`config.mk`:
```
export PLATFORM = sky130hd
export DESIGN_NAME = svc_rv_ext_fp_csr
export DESIGN_NICKNAME = d
export VERILOG_FILES = /design/src/rtl/svc_rv_ext_fp_csr.sv
export SDC_FILE = /design/constraint.sdc
export NUM_CORES = 1
export LEC_CHECK = 0
export ABC_AREA = 1
export ABC_CLOCK_PERIOD_IN_PS = 1600
export BUFFER_PORTS_ARGS = -buffer_cell sky130_fd_sc_hd__buf_4
export CORE_UTILIZATION = 42
export CTS_CLUSTER_DIAMETER = 150
export DETAILED_ROUTE_END_ITERATION = 16
export GPL_TIMING_DRIVEN = 0
export PLACE_DENSITY_LB_ADDON = 0.12
export SYNTH_ARGS = -nofsm -noshare
export SYNTH_HDL_FRONTEND = slang
export SYNTH_SLANG_ARGS = --single-unit
```
`constraint.sdc`:
```
create_clock -name clk -period 1.6 [get_ports clk]
set_input_delay 0.16 -clock clk [delete_from_list [all_inputs] [get_ports clk]]
set_output_delay 0.16 -clock clk [all_outputs]
set_load 0.01 [all_outputs]
```
`src/rtl/svc_rv_ext_fp_csr.sv`:
```
// RV32F fflags/frm/fcsr CSR block: combinational reads, state updates on the next clk; never stalls.
// Optional mstatus.FS dirty tracking built when SVC_RV_EXT_FP_FS_TRACK_EN is defined.
module svc_rv_ext_fp_csr (
  input  logic        clk,
  input  logic        rst_n,
  input  logic        ex_result_valid,
  input  logic [4:0]  ex_fflags,
  input  logic        ex_retire,
  input  logic        ex_fp_wr,
  input  logic        csr_valid,
  input  logic [11:0] csr_addr,
  input  logic [1:0]  csr_op,
  input  logic        csr_wr_en,
  input  logic [31:0] csr_wdata,
  output logic        csr_hit,
  output logic [31:0] csr_rdata,
  output logic [2:0]  frm_csr,
  output logic        frm_invalid,
  output logic [4:0]  fflags,
  input  logic        mstatus_fs_wr,
  input  logic [1:0]  mstatus_fs_wdata,
  output logic [1:0]  fs_state
);

  logic [4:0]  fflags_q, fflags_d;
  logic [2:0]  frm_q, frm_d;
  logic        accruing;
  logic [4:0]  flags_view;
  logic        sel_fflags, sel_frm, sel_fcsr;
  logic        csr_wr, fflags_wr, frm_wr;
  logic [31:0] new_val;

  assign accruing   = ex_result_valid && ex_retire;
  // The retiring FP op is older than the CSR instruction, so reads see its flags.
  assign flags_view = fflags_q | (accruing ? ex_fflags : 5'd0);

  assign sel_fflags = (csr_addr == 12'h001);
  assign sel_frm    = (csr_addr == 12'h002);
  assign sel_fcsr   = (csr_addr == 12'h003);
  assign csr_hit    = csr_valid && (sel_fflags || sel_frm || sel_fcsr);

  always_comb begin
    csr_rdata = 32'd0;
    if (csr_hit) begin
      if (sel_fflags)   csr_rdata = {27'd0, flags_view};
      else if (sel_frm) csr_rdata = {29'd0, frm_q};
      else              csr_rdata = {24'd0, frm_q, flags_view};
    end
  end

  always_comb begin
    new_val = csr_rdata;
    case (csr_op)
      2'b01:   new_val = csr_wdata;
      2'b10:   new_val = csr_rdata | csr_wdata;
      2'b11:   new_val = csr_rdata & ~csr_wdata;
      default: new_val = csr_rdata;
    endcase
  end

  assign csr_wr    = csr_hit && csr_wr_en && (csr_op != 2'b00);
  assign fflags_wr = csr_wr && (sel_fflags || sel_fcsr);
  assign frm_wr    = csr_wr && (sel_frm || sel_fcsr);

  // A CSR write already folds in same-cycle accrual through the old view.
  always_comb begin
    fflags_d = fflags_q;
    if (fflags_wr)     fflags_d = new_val[4:0];
    else if (accruing) fflags_d = flags_view;
  end

  always_comb begin
    frm_d = frm_q;
    if (csr_wr && sel_frm)       frm_d = new_val[2:0];
    else if (csr_wr && sel_fcsr) frm_d = new_val[7:5];
  end

  always_ff @(posedge clk or negedge rst_n) begin
    if (!rst_n) begin
      fflags_q <= 5'd0;
      frm_q    <= 3'd0;
    end else begin
      fflags_q <= fflags_d;
      frm_q    <= frm_d;
    end
  end

  assign fflags      = fflags_q;
  assign frm_csr     = frm_q;
  assign frm_invalid = (frm_q >= 3'd5);

  logic [23:0] unused_new_hi;
  assign unused_new_hi = new_val[31:8];

`ifdef SVC_RV_EXT_FP_FS_TRACK_EN
  typedef enum logic [1:0] {
    FS_OFF     = 2'b00,
    FS_INITIAL = 2'b01,
    FS_CLEAN   = 2'b10,
    FS_DIRTY   = 2'b11
  } fs_e;

  fs_e  fs_q, fs_d;
  logic hw_dirty;

  assign hw_dirty = (accruing && (|ex_fflags)) || (accruing && ex_fp_wr)
                  || fflags_wr || frm_wr;

  // Off is sticky against hardware activity; only an mstatus write leaves it.
  always_comb begin
    fs_d = fs_q;
    if (mstatus_fs_wr) begin
      if (hw_dirty && (mstatus_fs_wdata != 2'b00)) fs_d = FS_DIRTY;
      else                                         fs_d = fs_e'(mstatus_fs_wdata);
    end else if (hw_dirty && (fs_q != FS_OFF)) begin
      fs_d = FS_DIRTY;
    end
  end

  always_ff @(posedge clk or negedge rst_n) begin
    if (!rst_n) fs_q <= FS_INITIAL;
    else        fs_q <= fs_d;
  end

  assign fs_state = fs_q;
`else
  logic unused_fs;
  assign unused_fs = &{1'b0, mstatus_fs_wr, mstatus_fs_wdata, ex_fp_wr};
  assign fs_state  = 2'b11;
`endif

endmodule

```
==> run metrics <==
status finished, final reports clean; CP Class in2out; first-pass GRT wire length 4.69 mm; most common library cell in the layout ignoring fill and taps buf_4; Tmin final between 1 and 1.5 ns; Syn Inst Count 187; Critical R2R Capture frm_csr[2]; uppermost layer routed met4; most frequent cells in the layout buf_4, nand2_1, conb_1, inv_1, nand3_1; vias per cell around 4.4; remaining global-route overflow 0; CTS clk-pin slew, worst paths roughly 0.050 ns; clk sinks 8; Worst Hold Path EP fflags[4]; Final #Nets 332; Cells on Worst Hold Path 5; Sw Ratio 30.3%; TNS Setup 0 ns; register bit total from synthesis 8; GR Util All Layers between 10% and 20%; Max Cap Viol 0; post-route clock period utilization 92.5%; initial core utilization 44.6%; I/O pins 105; metal2 WL 1.27 mm; H-tree depth 1; Power Density 318 nW/um^2; number of global-route vias before repair 1,110; CP startpoint kind input port; endpoints failing setup 0; Min-Delay Startpoint csr_wdata[4]; crit end category primary output; Critical Path Fanout Max 6; largest net degree at the start of global routing 11; Area Overhead vs Synth 45.9%; Logic pwr share 38.9%; die area 3180 um^2; LEAKAGE 0.00110 uW; Yosys warning count 0; Post-Syn Area between 1000 and 1500 um^2; Clk Latency, worst-skew pair between 0.2 and 0.3 ns; Final Max Slew Viols 0; share of layout cells above drive strength 1 41.6%; Sw Pwr 175 uW; Max VDD drop roughly 0.54 mV; worst r2r src fflags[2]; design internal power 402 uW; skew final between 0.005 and 0.006 ns; Hold WC Path Type in2reg; clock share of power 25.9%; WL met3 188 um; via count 1,315; initial antenna violation count 0; Remaining DRCs 0; distinct cell type count after synthesis 28; CTS tree yes; Flop pwr share 35.2%; router iterations before antenna repair 4; R2R Setup Slk 0.40 ns; CP Data Arrival Time 1.32 ns; Avg Inst Size Synth 6.64 um^2; Routed Antenna Nets 0; Antenna diodes 0; Hold Fails Final Rpt 0; PortBufs 50; Rows 19; die height between 50 and 60 um; Tot Pwr 576 uW; fmax 676 MHz; routed len/inst 9.44 um; r2r worst-path depth 9; required time of the critical path 1.44 ns; DPL Wire Length 2.44 mm; Core ar. around 2800 um^2; initial detailed-routing violation count 53; maximum clock path buffer count 2; Root Buffer clkbuf_4; Layout Utilization approximately two thirds; RD Place Congestion 0.849; WL met1 1.36 mm; Inserted Clock Buffers 3; final WL 2.83 mm; die width 56.4 um; post-synthesis sequential area ratio between 10% and 20%
==> timing repair <==
action / in CTS / in global routing
pin swaps: 1 / 3
setup buffers: 1 / 3
gates resized for setup: 0 / 1
endpoints found under the hold margin: 8 / 0
endpoints found under the setup margin: 1 / 6
hold buffers: 1 / 0
==> registers in the layout, summed over array words and instances (netlist names) <==
name / flops
frm_csr: 3
fflags: 5
==> critical path, stage by stage <==
cell	delay, ns
buf_4	0.11
nor2_1	0.11
nand2_2	0.11
nor2_8	0.16
o21ai_1	0.10
a21oi_2	0.16
buf_4	0.14
nand2_1	0.06
nor2_1	0.09
buf_4	0.12
==> power by group through the flow <==
| stage | Combinational, uW | Sequential (uW) | Clock (uW) |
|---|---|---|---|
| finish | 224 | 203 | 149 |
| global placement | 216 | 206 | 0 |
| CTS | 220 | 203 | 154 |
| detailed placement | 218 | 206 | 0 |
| global route | 246 | 203 | 163 |
| floorplan | 135 | 206 | 0 |
==> how the worst max path moves through the flow <==
stage,from,to,depth (start not counted),slack [ns]
after floorplan,csr_addr[11],csr_rdata[0],7,0.24
after global placement,csr_addr[11],csr_rdata[5],9,0.02
after detailed placement,csr_addr[11],csr_rdata[5],9,-0.0008
after CTS,csr_addr[11],csr_rdata[3],10,0.04
after global routing,csr_addr[7],csr_rdata[3],10,-0.003
final,csr_addr[7],csr_rdata[3],10,0.12
==> routing by layer <==
metal,global-route usage (%),vias up
li1,-,708
met1,25.0,553
met2,30.3,52
met3,2.53,2
met4,3.14,0
met5,0,-
==> layout make-up <==
class | instances | area [um^2]
timing repair buffer | 55 | 415
clock buffer | 3 | 22.5
inverter | 29 | 109
multi-input combinational | 147 | 826
buffer | 27 | 199
tap | 31 | 38.8
sequential | 8 | 200
fill | 275 | 971
==> stage by stage <==
stage | instances | hold slack [ns] | instance area [um^2] | worst slack, ns
2_1_floorplan | 211 | -0.136 | 1330 | 0.240
3_3_place_gp | 292 | -0.0188 | 1750 | 0.0165
3_5_place_dp | 292 | -0.0179 | 1750 | -0.000796
4_1_cts | 297 | 0.239 | 1790 | 0.0415
5_1_grt | 300 | 0.284 | 1810 | -0.00344
6_report | 300 | 0.252 | 1810 | 0.120
==> Yosys cell counts <==
master     n  area [um^2]
a21oi_1    1         5.00
a21oi_2    1         8.76
a31o_2     1         8.76
a31oi_4    1         21.3
buf_4     26          195
clkbuf_1   1         3.75
clkinv_1   1         3.75
conb_1     2         7.51
dfrtp_1    8          200
inv_1     22         82.6
inv_2      6         22.5
nand2_1   41          154
nand2_2    4         25.0
nand2_4    1         11.3
nand3_1   18         90.1
nand3_2    2         20.0
nand3_4    1         17.5
nand3b_1   1         7.51
nand4_1    4         25.0
nand4_4    1         21.3
nor2_1    15         56.3
nor2_4     2         22.5
nor2_8     4         80.1
nor3_2     3         30.0
o211ai_4   1         21.3
o21ai_0   12         60.1
o21ai_1    5         25.0
o21bai_1   2         15.0
==> cells by family after synthesis <==
kind of cell | share of synthesized area (%)
compound gates | 13.3
buf+inv | 24.8
other cells | 0.605
flops | 16.1
simple gates | 45.2
(Power assumes the default switching activity.)
